$ cat src/rtl/ddr_pkg.sv
`default_nettype none
// ============================================================================
// Module   : ddr_pkg
// Brief    : Shared grade encoding, lane geometry defaults and speed constants.
// Revision : 1.0 - initial release
// ============================================================================
package ddr_pkg;

    localparam int DEFAULT_ROWS    = 16;
    localparam int DEFAULT_HIT_ROW = 14;
    localparam int DEFAULT_WINDOW  = 1;

    localparam int SPEED_W     = 4;
    localparam int SPEED_UNITS = 16;

    typedef enum logic [1:0] {
        GRADE_NONE    = 2'd0,
        GRADE_GOOD    = 2'd1,
        GRADE_PERFECT = 2'd2,
        GRADE_EMPTY   = 2'd3
    } grade_t;

    function automatic grade_t grade_of(input logic press, input logic found, input logic at_hit);
        if (!press)      return GRADE_NONE;
        else if (!found) return GRADE_EMPTY;
        else if (at_hit) return GRADE_PERFECT;
        else             return GRADE_GOOD;
    endfunction

endpackage
`default_nettype wire

$ cat src/rtl/lane_step_timer.sv
`default_nettype none
// ============================================================================
// Module   : lane_step_timer
// Brief    : Emits a step pulse on the last cycle of each PRESCALE*(16-speed) period.
// Revision : 1.0 - initial release
// ============================================================================
module lane_step_timer
    import ddr_pkg::*;
#(
    parameter int PRESCALE = 1000
) (
    input  logic               clk,
    input  logic               reset,
    input  logic [SPEED_W-1:0] light_speed,
    input  logic               pause,
    output logic               step
);

    localparam int CW = $clog2(PRESCALE * SPEED_UNITS + 1);
    localparam logic [CW-1:0]      c_prescale = CW'(PRESCALE);
    localparam logic [SPEED_W:0]   c_units    = (SPEED_W + 1)'(SPEED_UNITS);

    logic [CW-1:0]    r_cnt;
    logic [CW-1:0]    r_last;
    logic [CW-1:0]    w_last;
    logic [SPEED_W:0] w_units;

    // Speed is only looked at when the count is zero, so a period in flight keeps its length.
    always_comb begin
        w_units = c_units - {1'b0, light_speed};
        w_last  = (r_cnt == '0) ? (c_prescale * CW'(w_units)) - CW'(1) : r_last;
        step    = !pause && (r_cnt == w_last);
    end

    always_ff @(posedge clk) begin
        if (reset) begin
            r_cnt  <= '0;
            r_last <= '0;
        end else if (!pause) begin
            r_last <= w_last;
            r_cnt  <= step ? '0 : r_cnt + CW'(1);
        end
    end

endmodule
`default_nettype wire

$ cat src/rtl/note_lane.sv
`default_nettype none
// ============================================================================
// Module   : note_lane
// Brief    : One rhythm-game lane: falling notes, press grading and miss detection.
// Revision : 1.0 - initial release
// ============================================================================
module note_lane
    import ddr_pkg::*;
#(
    parameter int ROWS     = DEFAULT_ROWS,
    parameter int HIT_ROW  = DEFAULT_HIT_ROW,
    parameter int WINDOW   = DEFAULT_WINDOW,
    parameter int PRESCALE = 1000
) (
    input  logic               clk,
    input  logic               reset,
    input  logic               spawn,
    input  logic               user_button,
    input  logic [SPEED_W-1:0] light_speed,
    input  logic               pause,
    output logic [ROWS-1:0]    lane,
    output logic               hit_perfect,
    output logic               hit_good,
    output logic               light_lost,
    output logic               empty_press
);

    localparam int RW = $clog2(ROWS);
    localparam logic [RW-1:0] c_hit = RW'(HIT_ROW);

    logic [ROWS-1:0] r_lane;
    logic            r_btn_prev;
    logic            r_lost;
    grade_t          r_grade;

    logic            w_step;
    logic            w_press;
    logic            w_found;
    logic [RW-1:0]   w_sel;
    logic [ROWS-1:0] w_clear;
    logic [ROWS-1:0] w_kept;
    logic [ROWS-1:0] w_next;
    logic            w_lost;
    grade_t          w_grade;

    lane_step_timer #(
        .PRESCALE (PRESCALE)
    ) u_timer (
        .clk         (clk),
        .reset       (reset),
        .light_speed (light_speed),
        .pause       (pause),
        .step        (w_step)
    );

    always_comb begin
        w_press = user_button & ~r_btn_prev;
        w_found = 1'b0;
        w_sel   = '0;
        // Scan outermost rows first so nearer rows override; lower row checked last wins a tie.
        for (int d = WINDOW; d >= 1; d--) begin
            if (r_lane[RW'(HIT_ROW + d)]) begin
                w_found = 1'b1;
                w_sel   = RW'(HIT_ROW + d);
            end
            if (r_lane[RW'(HIT_ROW - d)]) begin
                w_found = 1'b1;
                w_sel   = RW'(HIT_ROW - d);
            end
        end
        if (r_lane[c_hit]) begin
            w_found = 1'b1;
            w_sel   = c_hit;
        end

        w_clear = '0;
        if (w_press && w_found) w_clear[w_sel] = 1'b1;
        w_kept  = r_lane & ~w_clear;

        w_next = w_kept;
        w_lost = 1'b0;
        if (w_step) begin
            w_lost = w_kept[ROWS-1];
            w_next = w_kept << 1;
        end
        if (spawn && !pause) w_next[0] = 1'b1;

        w_grade = grade_of(w_press, w_found, w_sel == c_hit);
    end

    always_ff @(posedge clk) begin
        if (reset) begin
            r_lane     <= '0;
            r_btn_prev <= 1'b0;
            r_lost     <= 1'b0;
            r_grade    <= GRADE_NONE;
        end else begin
            r_lane     <= w_next;
            r_btn_prev <= user_button;
            r_lost     <= w_lost;
            r_grade    <= w_grade;
        end
    end

    assign lane        = r_lane;
    assign light_lost  = r_lost;
    assign hit_perfect = (r_grade == GRADE_PERFECT);
    assign hit_good    = (r_grade == GRADE_GOOD);
    assign empty_press = (r_grade == GRADE_EMPTY);

endmodule
`default_nettype wire

$ cat config.mk
export PLATFORM = sky130hd
export DESIGN_NAME = note_lane
export DESIGN_NICKNAME = d
export VERILOG_FILES = /design/src/rtl/ddr_pkg.sv /design/src/rtl/lane_step_timer.sv /design/src/rtl/note_lane.sv
export SDC_FILE = /design/constraint.sdc
export NUM_CORES = 1
export LEC_CHECK = 0
export ABC_AREA = 1
export BUFFER_PORTS_ARGS = -buffer_cell sky130_fd_sc_hd__buf_4
export CORE_MARGIN = 4
export CORE_UTILIZATION = 25
export DETAILED_ROUTE_END_ITERATION = 10
export MAX_ROUTING_LAYER = met4
export PLACE_DENSITY = 0.39
export SLEW_MARGIN = 20
export SYNTH_ARGS = -nofsm -noshare
export SYNTH_HDL_FRONTEND = slang
export SYNTH_SLANG_ARGS = --single-unit
$ cat constraint.sdc
create_clock -name clk -period 6.3 [get_ports clk]
set_input_delay 0.945 -clock clk [delete_from_list [all_inputs] [get_ports clk]]
set_output_delay 0.945 -clock clk [all_outputs]
set_load 0.1 [all_outputs]
==> impl_metrics.json, run 1 <==
{
  "status": "finished clean",
  "synth_top_flop_cell": "sky130_fd_sc_hd__dfxtp_1",
  "global_route.usage.met3": 0.0202,
  "worstHoldPathType": "register to register",
  "layout_common_cells": "170 x sky130_fd_sc_hd__nand2_1, 107 x sky130_fd_sc_hd__inv_1, 65 x sky130_fd_sc_hd__nor2_1",
  "layout.cell_area.non_filler_sq_mm": 0.00417,
  "fin_crit_ps": 5640,
  "yosysSeqAreaShare": 0.256,
  "clk-insertion-delay-late_ps": 290,
  "worst_path_largest_cell_delay_ps": 580,
  "final.setup_skew_ps": 3.89,
  "accumulated_negative_setup_slack_ps": 0,
  "slew_viol_final": 0,
  "static_leak_nw": 2.28,
  "post_synth_inst_count": 589,
  "starting_drt_drc_count": 156,
  "first_pass_grt_wire_length_mm": 16.1,
  "cts.htree.levels": 2,
  "wire_per_inst_um": 11.7,
  "worstSetupStartpoint": "light_speed[0]",
  "antenna_found_initial": 0,
  "cp-end-kind": "register",
  "postRouteAntennaNets": 0,
  "mostFrequentLayoutCell": "sky130_fd_sc_hd__nand2_1",
  "start_util": 0.254,
  "ff2ff_setup_slack_ps": 3270,
  "maxCapViolCount": 0,
  "post_dp_cell_area_sq_mm": 0.00401,
  "tritoncts.num_buffers": 5,
  "grt_max_degree": 47,
  "simple_logic_cell_fraction_of_the_synthesized_area": 0.405,
  "vdd.ir_drop.worst_mv": 0.0746,
  "place.port_buffers": 26,
  "synth_top_family_by_area": "simple AND/OR/NAND/NOR gates",
  "critPathLaunchType": "input port",
  "max_frequency_mhz": 177,
  "synth.area.mux_share": 0,
  "layout_worst_path_cycle_share": 0.895,
  "drt_wl_total_mm": 9.26,
  "via_count_of_the_first_global_routing_pass": 3298,
  "area_delta_synth_final_pct": 13.3,
  "postCtsResizedCells": 0,
  "count_of_endpoints_failing_hold_in_the_final_timing_report": 0,
  "place.detailed.hpwl_mm": 7.28,
  "max-slew-margin-rel": 0.653,
  "clockRootBuffer": "sky130_fd_sc_hd__clkbuf_16",
  "ws_path_type": "input port to register",
  "groute.layer.met1.usage": 0.172,
  "grtUsageMet2": 0.183,
  "die_area_sq_mm": 0.0167,
  "grt_overflow": 0,
  "crit_path_frequent_cell": "sky130_fd_sc_hd__nand2_1",
  "clock_path_buffers": 2,
  "crit_reg_reg_startpoint": "u_timer.r_cnt[0]",
  "mapped_area_sq_mm": 0.00368,
  "synth.distinct_cells": 33,
  "design.final.nets": 650,
  "synth.ff_latch_count": 47,
  "synth_top_area_cell": "sky130_fd_sc_hd__dfxtp_1",
  "synth_async_sr_flop_share": 0,
  "required_worst_endpoint_ps": 6480,
  "num_antenna_cells": 0,
  "die_w_um": 129,
  "detail_route.vias_per_cell": 4.34,
  "clock_pin_slew_of_the_registers_on_the_worst_case_setup_and_hold_paths_ps": 60,
  "final-setup-viol-count": 0,
  "cpMaxStageDelayCell": "sky130_fd_sc_hd__fa_1",
  "cp_max_fo": 46,
  "core_region_area_sq_mm": 0.0145,
  "drt-pass1-iter-count": 4,
  "worstHoldStart": "r_btn_prev",
  "ff_latch_area_sq_um": 941,
  "post_synth_main_area_contributors": "sky130_fd_sc_hd__dfxtp_1 26%, sky130_fd_sc_hd__nand2_1 17%, sky130_fd_sc_hd__inv_1 11%",
  "cts_post_setup_buffers_inserted": 0,
  "yosys.area.top_type_share": 0.256,
  "cts_tree": "done",
  "synth_edf_count": 0,
  "syn_avg_cell_area_sq_um": 6.24,
  "worst-slew-pin-transition_ps": 520,
  "synth-compound-area-share": 0.0568,
  "clkSinkCount": 47,
  "globalRoute.busiestLayer": "met2",
  "drc_errors": 0,
  "grt_setup_unrepaired": "false",
  "die_height_um": 129,
  "critical_path_arrival_ps": 5820,
  "power.density_cell_area_mw_per_mm2": 278,
  "synth_xor_area_frac": 0.0119,
  "core.rowCount": 44,
  "design.portCount": 29,
  "drive_above_1_share": 0.0918,
  "routed-via-count": 3446,
  "globalRouteTotalUtil": 0.121,
  "multi_input_comb_area_sq_mm": 0.00222,
  "synth_adder_area_share": 0.129,
  "cts_hold_repair.buffers": 0,
  "nFillCells": 1613,
  "place_congestion": 0.808,
  "synth-warning-count": 0
}
==> power breakdown <==
group | total [W] | leakage (nW) | switching, W | internal, W
registers | 0.000322 | 0.383 | 0.00000791 | 0.000314
clock network | 0.000275 | 0.0741 | 0.000116 | 0.000159
logic | 0.000560 | 1.83 | 0.000371 | 0.000189
==> cells in the mapped netlist (2+ instances only) <==
cell type	count
sky130_fd_sc_hd__a21oi_1	14
sky130_fd_sc_hd__buf_2	2
sky130_fd_sc_hd__buf_4	5
sky130_fd_sc_hd__buf_6	3
sky130_fd_sc_hd__clkbuf_1	5
sky130_fd_sc_hd__dfxtp_1	47
sky130_fd_sc_hd__fa_1	10
sky130_fd_sc_hd__ha_1	22
sky130_fd_sc_hd__inv_1	107
sky130_fd_sc_hd__inv_2	4
sky130_fd_sc_hd__nand2_1	170
sky130_fd_sc_hd__nand3_1	54
sky130_fd_sc_hd__nand3b_1	5
sky130_fd_sc_hd__nand4_1	21
sky130_fd_sc_hd__nor2_1	65
sky130_fd_sc_hd__nor2_2	7
sky130_fd_sc_hd__nor3_1	4
sky130_fd_sc_hd__o211ai_1	3
sky130_fd_sc_hd__o21ai_0	19
sky130_fd_sc_hd__or2_2	6
sky130_fd_sc_hd__xor2_1	4
==> worst max-delay path: cells and delay by family <==
family                   cells  cell delay (ps)
adder cells (fa/ha/maj)      5             2270
AND/OR/NAND/NOR             17             2130
buffers and inverters        4              420
==> worst paths after layout <==
kind / to / cells after the start
min: r_grade[1] / 1
max reg2reg: u_timer.r_cnt[1] / 15
max: u_timer.r_cnt[1] / 26
min reg2reg: r_grade[1] / 1
==> routing by layer <==
metal / part of all wire / up-vias
met5: 0 / -
met4: 0.0024 / 0
met3: 0.027 / 2
met2: 0.42 / 51
met1: 0.55 / 1530
li1: - / 1863
==> sequential cells by signal (all words and copies together) (netlist names) <==
name            flops
lane               16
u_timer.r_cnt      14
u_timer.r_last     14
light_lost          1
r_btn_prev          1
r_grade             1
==> logic make-up after synthesis <==
kind of cell / Yosys count
flip-flops: 47
XOR/XNOR: 5
AND/OR/NAND/NOR: 339
AO/OA/AOI/OAI: 39
buffers and inverters: 126
adder cells (fa/ha/maj): 32
other: 1
==> stage by stage <==
stage               hold slack (ps)   util  worst slack (ps)  cells  power (W)
detailed placement              410  0.277               321    786   0.000892
global placement                408  0.277               347    786   0.000888
floorplan                       394      -              1330    590   0.000777
global route                    463  0.288               165    794    0.00128
finish                          416  0.288               660    794    0.00116
CTS                             420  0.288               598    794    0.00118
==> cell type report <==
cell class / count / area share
multi-input cells: 417 / 0.534
clock inverters: 1 / 0.00210
inverters: 111 / 0.100
repair buffers: 27 / 0.0487
well taps: 184 / 0.0553
clock buffers: 7 / 0.0342
flip-flops and latches: 47 / 0.226
(Power assumes the default switching activity.)
==> run 2: changes to the inputs <==
--- a/config.mk
+++ b/config.mk
@@ -5,7 +5,7 @@
 export SDC_FILE = /design/constraint.sdc
 export NUM_CORES = 1
 export LEC_CHECK = 0
-export ABC_AREA = 1
+export ABC_AREA = 0
 export BUFFER_PORTS_ARGS = -buffer_cell sky130_fd_sc_hd__buf_4
 export CORE_MARGIN = 4
 export CORE_UTILIZATION = 25
==> impl_metrics.json, run 2 <==
{
  "postRouteAntennaNets": 0,
  "drc_errors": 0,
  "crit_path_frequent_cell": "sky130_fd_sc_hd__fa_1",
  "groute.layer.met1.usage": 0.146,
  "multi_input_comb_area_sq_mm": 0.00183,
  "status": "finished clean",
  "cts_tree": "done",
  "die_w_um": 116,
  "grt_setup_unrepaired": "false",
  "cts_hold_repair.buffers": 0,
  "cp_top_family": "adder cells",
  "mostFrequentLayoutCell": "sky130_fd_sc_hd__nor2_1",
  "num_antenna_cells": 0,
  "drt_wl_total_mm": 5.99,
  "ff2ff_setup_slack_ps": 4170,
  "globalRouteTotalUtil": 0.0982,
  "global_route.usage.met3": 0.0202,
  "yosys.area.top_type_share": 0.322,
  "globalRoute.busiestLayer": "met1",
  "crit_reg_reg_startpoint": "u_timer.r_cnt[0]",
  "design.portCount": 29,
  "die_area_sq_mm": 0.0135,
  "clock_pin_slew_of_the_registers_on_the_worst_case_setup_and_hold_paths_ps": 60,
  "via_count_of_the_first_global_routing_pass": 2102,
  "synth_async_sr_flop_share": 0,
  "synth-warning-count": 0,
  "setup.worst_path.end": "u_timer.r_last[13]",
  "cts_post_setup_buffers_inserted": 0,
  "postCtsResizedCells": 0,
  "critPathLaunchType": "input port",
  "accumulated_negative_setup_slack_ps": 0,
  "vdd.ir_drop.worst_mv": 0.167,
  "mapped_area_sq_mm": 0.00292,
  "design.final.nets": 384,
  "worstSetupPathDepth": 15,
  "post_synth_main_area_contributors": "sky130_fd_sc_hd__dfxtp_1 32%, sky130_fd_sc_hd__ha_1 9.4%, sky130_fd_sc_hd__xor2_1 6.9%",
  "die_height_um": 116,
  "final.setup_skew_ps": 4.89,
  "area_delta_synth_final_pct": 18.4,
  "power.density_cell_area_mw_per_mm2": 316,
  "drt-pass1-iter-count": 4,
  "ws_path_type": "input port to register",
  "cpMaxStageDelayCell": "sky130_fd_sc_hd__fa_1",
  "core_region_area_sq_mm": 0.0114,
  "static_leak_nw": 1.50,
  "ff_latch_area_sq_um": 941,
  "wire_per_inst_um": 12.3,
  "largest_register_ff_count": 16,
  "synth_top_flop_cell": "sky130_fd_sc_hd__dfxtp_1",
  "ys_top_cells_by_count": "52 x sky130_fd_sc_hd__nor2_1, 47 x sky130_fd_sc_hd__dfxtp_1, 27 x sky130_fd_sc_hd__inv_1, 23 x sky130_fd_sc_hd__xor2_1, 22 x sky130_fd_sc_hd__ha_1",
  "worst_path_largest_cell_delay_ps": 570,
  "clkSinkCount": 47,
  "core.rowCount": 39,
  "grtUsageMet2": 0.139,
  "max_frequency_mhz": 182,
  "reg2regPathDepth": 9,
  "cp_cell_sequence": "buf_4 -> inv_1 -> ha_1 -> xor2_1 -> fa_1 -> fa_1 -> fa_1 -> inv_1 -> ha_1 -> o21ai_0 -> nor3b_1 -> or3b_4 -> or4_4 -> a21o_1 -> a311oi_2",
  "maxCapViolCount": 0,
  "synth.distinct_cells": 47,
  "place.port_buffers": 26,
  "layout.cell_area.non_filler_sq_mm": 0.00346,
  "grt_max_degree": 36,
  "synth_edf_count": 0,
  "tritoncts.num_buffers": 5,
  "slew_viol_final": 0,
  "final-setup-viol-count": 0,
  "grt_overflow": 0,
  "worstHoldPathType": "register to register",
  "synth_top_area_cell": "sky130_fd_sc_hd__dfxtp_1",
  "cp_max_fo": 8,
  "layout_worst_path_cycle_share": 0.872,
  "worstSetupStartpoint": "light_speed[0]",
  "antenna_found_initial": 0,
  "syn_avg_cell_area_sq_um": 9.17,
  "first_pass_grt_wire_length_mm": 10.5,
  "routed-via-count": 2114,
  "fin_crit_ps": 5490,
  "detail_route.vias_per_cell": 4.34,
  "post_synth_inst_count": 319,
  "drive_above_1_share": 0.145,
  "place_congestion": 0.749,
  "required_worst_endpoint_ps": 6500,
  "yosysSeqAreaShare": 0.322,
  "post_dp_cell_area_sq_mm": 0.00327,
  "clk-insertion-delay-late_ps": 280,
  "yosys.cell_count.top_type": "sky130_fd_sc_hd__nor2_1",
  "starting_drt_drc_count": 97,
  "clock_path_buffers": 2,
  "r2r_end": "u_timer.r_cnt[4]",
  "clockRootBuffer": "sky130_fd_sc_hd__clkbuf_16",
  "synth.ff_latch_count": 47,
  "nFillCells": 1259,
  "cp-end-kind": "register",
  "cts.htree.levels": 2,
  "critical_path_arrival_ps": 5690,
  "start_util": 0.256,
  "place.detailed.hpwl_mm": 4.75,
  "count_of_endpoints_failing_hold_in_the_final_timing_report": 0,
  "cp_num_buf_inv": 3,
  "layout_common_cells": "52 x sky130_fd_sc_hd__nor2_1, 47 x sky130_fd_sc_hd__dfxtp_1, 30 x sky130_fd_sc_hd__buf_4"
}
[run 2: where the power goes]
part / internal [W] / switching (W)
clock: 0.000228 / 0.000110
combinational: 0.000190 / 0.000238
sequential: 0.000315 / 0.0000140
total: 0.000732 / 0.000362
[run 2: cells by family after synthesis]
group	share of synthesized area
AO/OA/AOI/OAI	0.0817
XOR/XNOR	0.120
adder cells (fa/ha/maj)	0.163
buffers and inverters	0.0565
flip-flops	0.322
multiplexers	0.0655
other	0.00128
AND/OR/NAND/NOR	0.191
[run 2: per-layer routing]
layer  vias to the layer above  part of all wire
li1                       1112                 -
met1                       984              0.54
met2                        16              0.43
met3                         2             0.022
met4                         0            0.0058
met5                         -                 0
[run 2: worst min path at each step]
stage | to | cells past startpoint | startpoint | slack [ps]
finish | r_grade[1] | 2 | r_btn_prev | 480
global route | u_timer.r_last[12] | 2 | u_timer.r_last[12] | 530
CTS | r_grade[1] | 2 | r_btn_prev | 490
global placement | r_grade[1] | 2 | r_btn_prev | 470
detailed placement | r_grade[1] | 2 | r_btn_prev | 480
floorplan | r_grade[1] | 2 | r_btn_prev | 450
[run 2: stage by stage]
step	hold slack (ps)	setup WS, ps	power (W)	cells	util
final	485	806	0.00109	487	0.303
after global routing	532	478	0.00118	487	0.303
after CTS	494	754	0.00111	487	0.303
after detailed placement	478	471	0.000765	479	0.287
after global placement	469	553	0.000765	479	0.287
after floorplan	449	854	0.000673	320	-
[run 2: area by class of cell]
cell class,instances,area share
Tap cell,143,0.0517
Sequential cell,47,0.272
Multi-Input combinational cell,232,0.528
Inverter,27,0.0293
Timing Repair Buffer,30,0.0650
Clock buffer,6,0.0372
Clock inverter,2,0.0173
[run 2: worst register-to-register path, cell delays in order, from the launching register on]
cell and delay [ps]:
sky130_fd_sc_hd__dfxtp_1 450, sky130_fd_sc_hd__inv_1 70, sky130_fd_sc_hd__ha_1 200, sky130_fd_sc_hd__nor4b_1 140, sky130_fd_sc_hd__nand4_1 130, sky130_fd_sc_hd__nand4_1 100
sky130_fd_sc_hd__nor4_2 170, sky130_fd_sc_hd__buf_4 340, sky130_fd_sc_hd__or2_2 330, sky130_fd_sc_hd__nor2_1 80
==> run 3: changes to the inputs <==
==> constraint.sdc (replaced) <==
create_clock -name clk -period 5.83 [get_ports clk]
set_input_delay 0.8745 -clock clk [delete_from_list [all_inputs] [get_ports clk]]
set_output_delay 0.8745 -clock clk [all_outputs]
set_load 0.1 [all_outputs]
==> impl_metrics.json, run 3 (synthesis gave the netlist of run 2 again) <==
{
  "status": "finished clean",
  "mostFrequentLayoutCell": "sky130_fd_sc_hd__nor2_1",
  "critical_path_arrival_ps": 5410,
  "required_worst_endpoint_ps": 6030,
  "die_area_sq_mm": 0.0135,
  "grt_max_degree": 36,
  "tritoncts.num_buffers": 5,
  "clock_pin_slew_of_the_registers_on_the_worst_case_setup_and_hold_paths_ps": 70,
  "largest_register_ff_count": 16,
  "setup_ws_ps": 620,
  "postRouteAntennaNets": 0,
  "slew_viol_final": 0,
  "fin_crit_ps": 5210,
  "detail_route.vias_per_cell": 4.24,
  "clk-insertion-delay-late_ps": 290,
  "drt_wl_total_mm": 5.97,
  "worstSetupStartpoint": "light_speed[0]",
  "count_of_endpoints_failing_hold_in_the_final_timing_report": 0,
  "design.final.nets": 386,
  "ws_path_type": "input port to register",
  "drt-pass1-iter-count": 4,
  "starting_drt_drc_count": 96,
  "cp-end-kind": "register",
  "layout_worst_path_cycle_share": 0.894,
  "place.port_buffers": 26,
  "multi_input_comb_area_sq_mm": 0.00183,
  "start_util": 0.256,
  "max_frequency_mhz": 192,
  "via_count_of_the_first_global_routing_pass": 2005,
  "clockRootBuffer": "sky130_fd_sc_hd__clkbuf_16",
  "design.portCount": 29,
  "die_height_um": 116,
  "wire_per_inst_um": 12.2,
  "routed-via-count": 2067,
  "final-setup-viol-count": 0,
  "cp_num_buf_inv": 3,
  "crit_reg_reg_startpoint": "u_timer.r_cnt[0]",
  "cts_hold_repair.buffers": 0,
  "place_congestion": 0.732,
  "antenna_found_initial": 0,
  "layout_common_cells": "52 x sky130_fd_sc_hd__nor2_1, 47 x sky130_fd_sc_hd__dfxtp_1, 32 x sky130_fd_sc_hd__buf_4",
  "accumulated_negative_setup_slack_ps": 0,
  "globalRouteTotalUtil": 0.0949,
  "nFillCells": 1248,
  "ff_latch_area_sq_um": 941,
  "clkSinkCount": 47,
  "ff2ff_setup_slack_ps": 3680,
  "worstHoldPathType": "register to register",
  "core_region_area_sq_mm": 0.0114,
  "die_w_um": 116,
  "dpl_worst_slack_ps": 291,
  "cpMaxStageDelayCell": "sky130_fd_sc_hd__fa_1",
  "vdd.ir_drop.worst_mv": 0.109,
  "grt_setup_unrepaired": "false",
  "worst_path_largest_cell_delay_ps": 560,
  "static_leak_nw": 1.49,
  "cts_post_setup_buffers_inserted": 0,
  "crit_path_frequent_cell": "sky130_fd_sc_hd__fa_1",
  "cp_cell_sequence": "buf_4 -> inv_1 -> ha_1 -> xor2_1 -> fa_1 -> fa_1 -> fa_1 -> inv_1 -> ha_1 -> o21ai_0 -> nor3b_1 -> or3b_4 -> or4_4 -> a21o_1 -> a311oi_2",
  "drive_above_1_share": 0.151,
  "core.rowCount": 39,
  "power.density_cell_area_mw_per_mm2": 322,
  "worstHoldStart": "r_btn_prev",
  "clock_path_buffers": 2,
  "drc_errors": 0,
  "area_delta_synth_final_pct": 17.4,
  "postCtsResizedCells": 0,
  "cts.htree.levels": 2,
  "hold-worst-slack_ps": 480,
  "place.detailed.hpwl_mm": 4.77,
  "cp_top_family": "adder cells",
  "first_pass_grt_wire_length_mm": 9.98,
  "final.setup_skew_ps": 8.98,
  "cp_max_fo": 8,
  "cts_tree": "done",
  "critPathLaunchType": "input port",
  "maxCapViolCount": 0,
  "grt_overflow": 0,
  "num_antenna_cells": 0
}
## run 3: cell types whose count changed in the layout (fill, tap and decap cells not counted), sizes merged
cell and change:
bufinv -2, buf +2, clkinv +1
## run 3: worst paths after layout
| path | end | cells past startpoint |
|---|---|---|
| worst max-delay path | u_timer.r_last[13] | 15 |
| worst min-delay path | r_grade[1] | 2 |
| worst max register to register | u_timer.r_cnt[11] | 9 |
| worst min register to register | r_grade[1] | 2 |
## run 3: final cells by class
class | count | area share
clock buffer | 6 | 0.0405
clock inverter | 1 | 0.00146
inverter | 27 | 0.0295
multi-input combinational | 232 | 0.532
sequential | 47 | 0.274
tap | 143 | 0.0521
timing repair buffer | 32 | 0.0700
## run 3: power breakdown
| part | leakage, nW | internal (W) | total, W | switching [W] |
|---|---|---|---|---|
| Combinational | 1.03 | 0.000209 | 0.000467 | 0.000259 |
| Sequential | 0.383 | 0.000340 | 0.000355 | 0.0000145 |
| Clock | 0.0727 | 0.000167 | 0.000284 | 0.000117 |
| Total | 1.49 | 0.000716 | 0.00111 | 0.000390 |
## run 3: through the flow
stage	power, W	instance area, sq um	util	cells
after global routing	0.00119	3430	0.301	488
final	0.00111	3430	0.301	488
after detailed placement	0.000836	3290	0.288	481
after floorplan	0.000727	2930	-	320
after global placement	0.000834	3290	0.288	481
after CTS	0.00113	3430	0.301	488
## run 3: layer usage
metal | part of all wire | wire length [um] | track usage | up-vias
met5 | 0 | 0 | - | -
met4 | 0.0067 | 40 | 0.0232 | 0
met3 | 0.018 | 108 | 0.0218 | 6
met2 | 0.42 | 2530 | 0.132 | 13
met1 | 0.55 | 3290 | 0.138 | 927
li1 | - | - | - | 1121
## run 3: worst min-delay path: stages, from the launching register on
cell and delay [ps]:
sky130_fd_sc_hd__dfxtp_1 300, sky130_fd_sc_hd__inv_1 50, sky130_fd_sc_hd__and2_1 100
